**src/rtl/pwm_servo_multi.sv**
```systemverilog
// Multi-channel hobby-servo PWM generator with an Avalon-MM register file.
// Pulse widths and enables only change on the frame boundary, so a pulse in flight is never cut short.
module pwm_servo_multi #(
   parameter int NUM_CH = 4,
   parameter int PERIOD = 1000000,
   parameter int PW_W   = 20,
   parameter int MIN_PW = 50000,
   parameter int MAX_PW = 100000,
   parameter int CTR_PW = 75000
) (
   input  logic              clk,
   input  logic              reset_n,
   input  logic [3:0]        avs_address,
   input  logic              avs_write,
   input  logic [31:0]       avs_writedata,
   input  logic              avs_read,
   output logic [31:0]       avs_readdata,
   output logic [NUM_CH-1:0] pwm_out,
   output logic              frame_tick
);

   localparam logic [PW_W-1:0] LAST_CNT = PW_W'(PERIOD - 1);
   localparam logic [PW_W-1:0] CTR_V    = PW_W'(CTR_PW);
   localparam logic [31:0]     MIN_W    = 32'(MIN_PW);
   localparam logic [31:0]     MAX_W    = 32'(MAX_PW);

   logic                          run_q, run_d;
   logic [PW_W-1:0]               cnt_q, cnt_d;
   logic                          tick_q, tick_d;
   logic [NUM_CH-1:0]             enable_q, enable_d;
   logic [NUM_CH-1:0]             shadow_q, shadow_d;
   logic [PW_W-1:0]               step_q, step_d;
   logic [NUM_CH-1:0]             pwm_q, pwm_d;
   logic [31:0]                   rdata_q, rdata_d;
   logic [NUM_CH-1:0]             busy;
   logic [NUM_CH-1:0][PW_W-1:0]   target_all;
   logic [PW_W-1:0]               wr_clamped;
   logic                          boundary;

   assign boundary = run_q && (cnt_q == LAST_CNT);

   always_comb begin
      if (avs_writedata < MIN_W) begin
         wr_clamped = PW_W'(MIN_W);
      end else if (avs_writedata > MAX_W) begin
         wr_clamped = PW_W'(MAX_W);
      end else begin
         wr_clamped = avs_writedata[PW_W-1:0];
      end
   end

   // run_q holds cnt at 0 for the first edge after reset so the first frame starts there.
   always_comb begin
      run_d    = 1'b1;
      cnt_d    = '0;
      if (run_q && (cnt_q != LAST_CNT)) begin
         cnt_d = cnt_q + 1'b1;
      end
      tick_d   = (cnt_d == '0);
      enable_d = enable_q;
      step_d   = step_q;
      if (avs_write && (avs_address == 4'd0)) begin
         enable_d = avs_writedata[NUM_CH-1:0];
      end
      if (avs_write && (avs_address == 4'd1)) begin
         step_d = avs_writedata[PW_W-1:0];
      end
      shadow_d = boundary ? enable_q : shadow_q;
   end

   genvar gi;
   generate
      for (gi = 0; gi < NUM_CH; gi++) begin : g_ch
         logic [PW_W-1:0] target_q, target_d;
         logic [PW_W-1:0] active_q, active_d;
         logic [PW_W-1:0] diff;
         logic [PW_W-1:0] stepped;
         logic            up;

         always_comb begin
            up      = target_q > active_q;
            diff    = up ? (target_q - active_q) : (active_q - target_q);
            stepped = target_q;
            if ((step_q != '0) && (diff > step_q)) begin
               stepped = up ? (active_q + step_q) : (active_q - step_q);
            end
            active_d = boundary ? stepped : active_q;
            target_d = target_q;
            if (avs_write && (avs_address == 4'(8 + gi))) begin
               target_d = wr_clamped;
            end
         end

         always_ff @(posedge clk or negedge reset_n) begin
            if (!reset_n) begin
               target_q <= CTR_V;
               active_q <= CTR_V;
            end else begin
               target_q <= target_d;
               active_q <= active_d;
            end
         end

         assign target_all[gi] = target_q;
         assign busy[gi]       = (active_q != target_q);
         assign pwm_d[gi]      = shadow_q[gi] && (cnt_q < active_q);
      end
   endgenerate

   // Read data is taken from current register values, so a same-cycle write is not visible yet.
   always_comb begin
      rdata_d = '0;
      if (avs_read) begin
         if (avs_address == 4'd0) begin
            rdata_d[NUM_CH-1:0] = enable_q;
         end else if (avs_address == 4'd1) begin
            rdata_d[PW_W-1:0] = step_q;
         end else if (avs_address == 4'd2) begin
            rdata_d[NUM_CH-1:0] = busy;
         end
         for (int i = 0; i < NUM_CH; i++) begin
            if (avs_address == 4'(8 + i)) begin
               rdata_d[PW_W-1:0] = target_all[i];
            end
         end
      end
   end

   always_ff @(posedge clk or negedge reset_n) begin
      if (!reset_n) begin
         run_q    <= 1'b0;
         cnt_q    <= '0;
         tick_q   <= 1'b0;
         enable_q <= '0;
         shadow_q <= '0;
         step_q   <= '0;
         pwm_q    <= '0;
         rdata_q  <= '0;
      end else begin
         run_q    <= run_d;
         cnt_q    <= cnt_d;
         tick_q   <= tick_d;
         enable_q <= enable_d;
         shadow_q <= shadow_d;
         step_q   <= step_d;
         pwm_q    <= pwm_d;
         rdata_q  <= rdata_d;
      end
   end

   assign pwm_out      = pwm_q;
   assign frame_tick   = tick_q;
   assign avs_readdata = rdata_q;

endmodule

```
**config.mk**
```make
export PLATFORM = sky130hd
export DESIGN_NAME = pwm_servo_multi
export DESIGN_NICKNAME = d
export VERILOG_FILES = /design/src/rtl/pwm_servo_multi.sv
export SDC_FILE = /design/constraint.sdc
export NUM_CORES = 1
export LEC_CHECK = 0
export CORE_AREA = 2 2 197 344
export DETAILED_ROUTE_END_ITERATION = 10
export DIE_AREA = 0 0 199 346
export HOLD_SLACK_MARGIN = 0.05
export PLACE_DENSITY = 0.59
export SYNTH_ARGS = -nofsm -noshare
export SYNTH_HDL_FRONTEND = slang
export SYNTH_SLANG_ARGS = --single-unit
```
**constraint.sdc**
```tcl
create_clock -name clk -period 7.5 [get_ports clk]
set_clock_uncertainty 0.2 [all_clocks]
set_input_delay 1.5 -clock clk [delete_from_list [all_inputs] [get_ports clk]]
set_output_delay 1.5 -clock clk [all_outputs]
set_load 0.01 [all_outputs]
```
==> metrics.cfg <==
[yosys]
syn_area_per_cell_um2 = 8.10
yosys.area.top_type = ha_1
netlist.area_leader.share = 0.186
synthCells = 3233
synthFlopType = dfrtp_1
synth_seq_cells = 234
async_flop_share = 1.00
synth_area_leaders = ha_1 (19%), dfrtp_1 (16%), dfstp_2 (6.4%)
synth_area_um2 = 26200
ys_seq_area_frac = 0.227
ys_types = 83
ys_warn_count = 0
synth_edf_count = 0

[final_layout]
layout.cells.most_common = ha_1
post-route-util = 0.433
nFillCells = 6713
final_area_um2 = 28700
area_growth_pct = 9.49
nNetsFinal = 3682
drive_above_1_share = 0.0773
mostFrequentLayoutCells = ha_1 (390), nand2_1 (365), o21ai_0 (269)
final_cells = 4151

[route]
first_pass_iters = 9
route.detailed.drc = 0
vias = 24900
routedWlPerCell_um = 26.5
ant_nets = 0
drt_wl_total_um = 110000
via_per_inst = 5.99
drt_iter0_drc = 2006

[power]
cellPowerDensity_nw_per_um2 = 271
p_total_mw = 7.76
peakVddDrop_mv = 0.155
p_leak_nw = 13.0

[timing]
maxSlewViolCount = 0
fin_crit_ps = 6560
fin_crit_sh = 0.875
max_slew.worst_pin.slew_ps = 1210
rsz0062_at_grt = no
tns_ps = 0
hold-worst-slack_ps = 298
fmax_mhz = 152
fin_ws_ps = 940
finalHoldViolCount = 0
maxSlewHeadroom = 0.189
finalSetupViolCount = 0

[floorplanning]
fp.dieW_um = 199
die_y_um = 346
dieArea_um2 = 68900
io_pins = 77
num_rows = 125
core_area_um2 = 66200
initial_core_util = 0.396

[cts]
cts_hold_buf = 0
cts_made_buffers = 26
htreeDepth = 1
cts_root_buffer = clkbuf_16
cts_resized = 0
clkSlewWorstSetupHoldPaths_ps = 80
cts_tree = yes
cts_buffer_depth = 3
cts_setup_buffers = 0
cts_num_sinks = 234
clock_latency_ps = 610

[global_route]
grt_max_degree = 137
grt-ovfl-total = 0
grt_pass1_vias = 24500
grt_pass1_wl_um = 159000
grt_antenna_before_repair = 6
grt_usage = 0.317

[placement]
pre_cts_ws_ps = 1040
io_buffers = 64
hpwl_um = 84900
routabilityCongestion = 0.989
place_area_um2 = 27800
dp.cells = 4101

[setup_path]
path_class = register to register
worst_ep_arrival_time_ps = 6810
cp-end-kind = register
worstPathRequired_ps = 7750
crit_path_start_kind = register
path_max_fanout = 42

[hold_path]
hold_class = register to register

[job]
drv_cap = 0

[outcome]
run_status = finished clean

## cell usage after synthesis, drive strengths merged (40+ instances only)
cell type,instances
xor2,49
nor3,61
nand4,53
a21o,115
nor2b,51
inv,225
o21ai,275
clkbuf,116
mux2,40
dfstp,64
ha,390
nand2,366
xnor2,174
a21oi,252
a31oi,40
mux2i,90
nand3,50
dfrtp,170
nor2,167
## report_power, final
part	internal, mW	switching, mW
Sequential	1.35	0.143
Combinational	1.99	2.88
Clock	0.722	0.678
Total	4.06	3.70
## worst max-delay path, stage by stage, from the launching register on
cell and delay, ps:
dfrtp_1 360, buf_4 160, inv_1 60, ha_1 160, inv_1 50, fa_1 410
a21o_1 180, a21oi_1 210, o221ai_1 160, a21o_1 230, o31a_2 650, o211a_1 370
a31oi_1 410, o21ai_0 190, xor2_1 170, ha_1 310, nand4_1 100, nor2_1 140
nand2_1 60, a221o_1 260, o2111ai_1 90, o211a_1 900, buf_4 260, mux2i_1 170
o21ai_0 80
## layer usage
metal,part of all wire,GRT usage
met1,0.35,0.334
met2,0.46,0.524
met3,0.065,0.0531
met4,0.12,0.312
met5,0.00012,0.00654
## worst paths after layout
check                               startpoint              endpoint  slack, ps  depth (start not counted)
max reg2reg                g_ch[3].target_q[0]  g_ch[3].active_q[12]        940                         24
max                        g_ch[3].target_q[0]  g_ch[3].active_q[12]        940                         24
min in group asynchronous              reset_n  g_ch[0].active_q[11]        740                          1
max in group asynchronous              reset_n            pwm_out[2]       4910                          2
min reg2reg                g_ch[2].active_q[4]   g_ch[2].active_q[4]        300                          2
min                        g_ch[2].active_q[4]   g_ch[2].active_q[4]        300                          2
## kinds of logic after synthesis
kind of cell,count (synthesis),synth area share
AND/OR/NAND/NOR,892,0.161
adder cells (fa/ha/maj),402,0.196
AO/OA/AOI/OAI,960,0.230
multiplexers,130,0.0519
other,2,0.000287
flip-flops,234,0.227
XOR/XNOR,223,0.0746
buffers and inverters,390,0.0605
## sequential cells by signal (all words and copies together) (netlist names)
name,cells
run_q,1
avs_readdata,20
step_q,20
enable_q,4
pwm_out,4
shadow_q,4
g_ch.target_q,80
frame_tick,1
cnt_q,20
g_ch.active_q,80
## cell type report
class / instances / area [um2] / share of cell area
Clock inverter: 17 / 175 / 0.00611
Antenna cell: 2 / 5.00 / 0.000175
Tap cell: 889 / 1110 / 0.0388
Timing Repair Buffer: 122 / 1090 / 0.0381
Clock buffer: 31 / 701 / 0.0244
Inverter: 236 / 886 / 0.0309
Multi-Input combinational cell: 2620 / 18800 / 0.654
Sequential cell: 234 / 5940 / 0.207
Power figures use the tool's default switching activity.
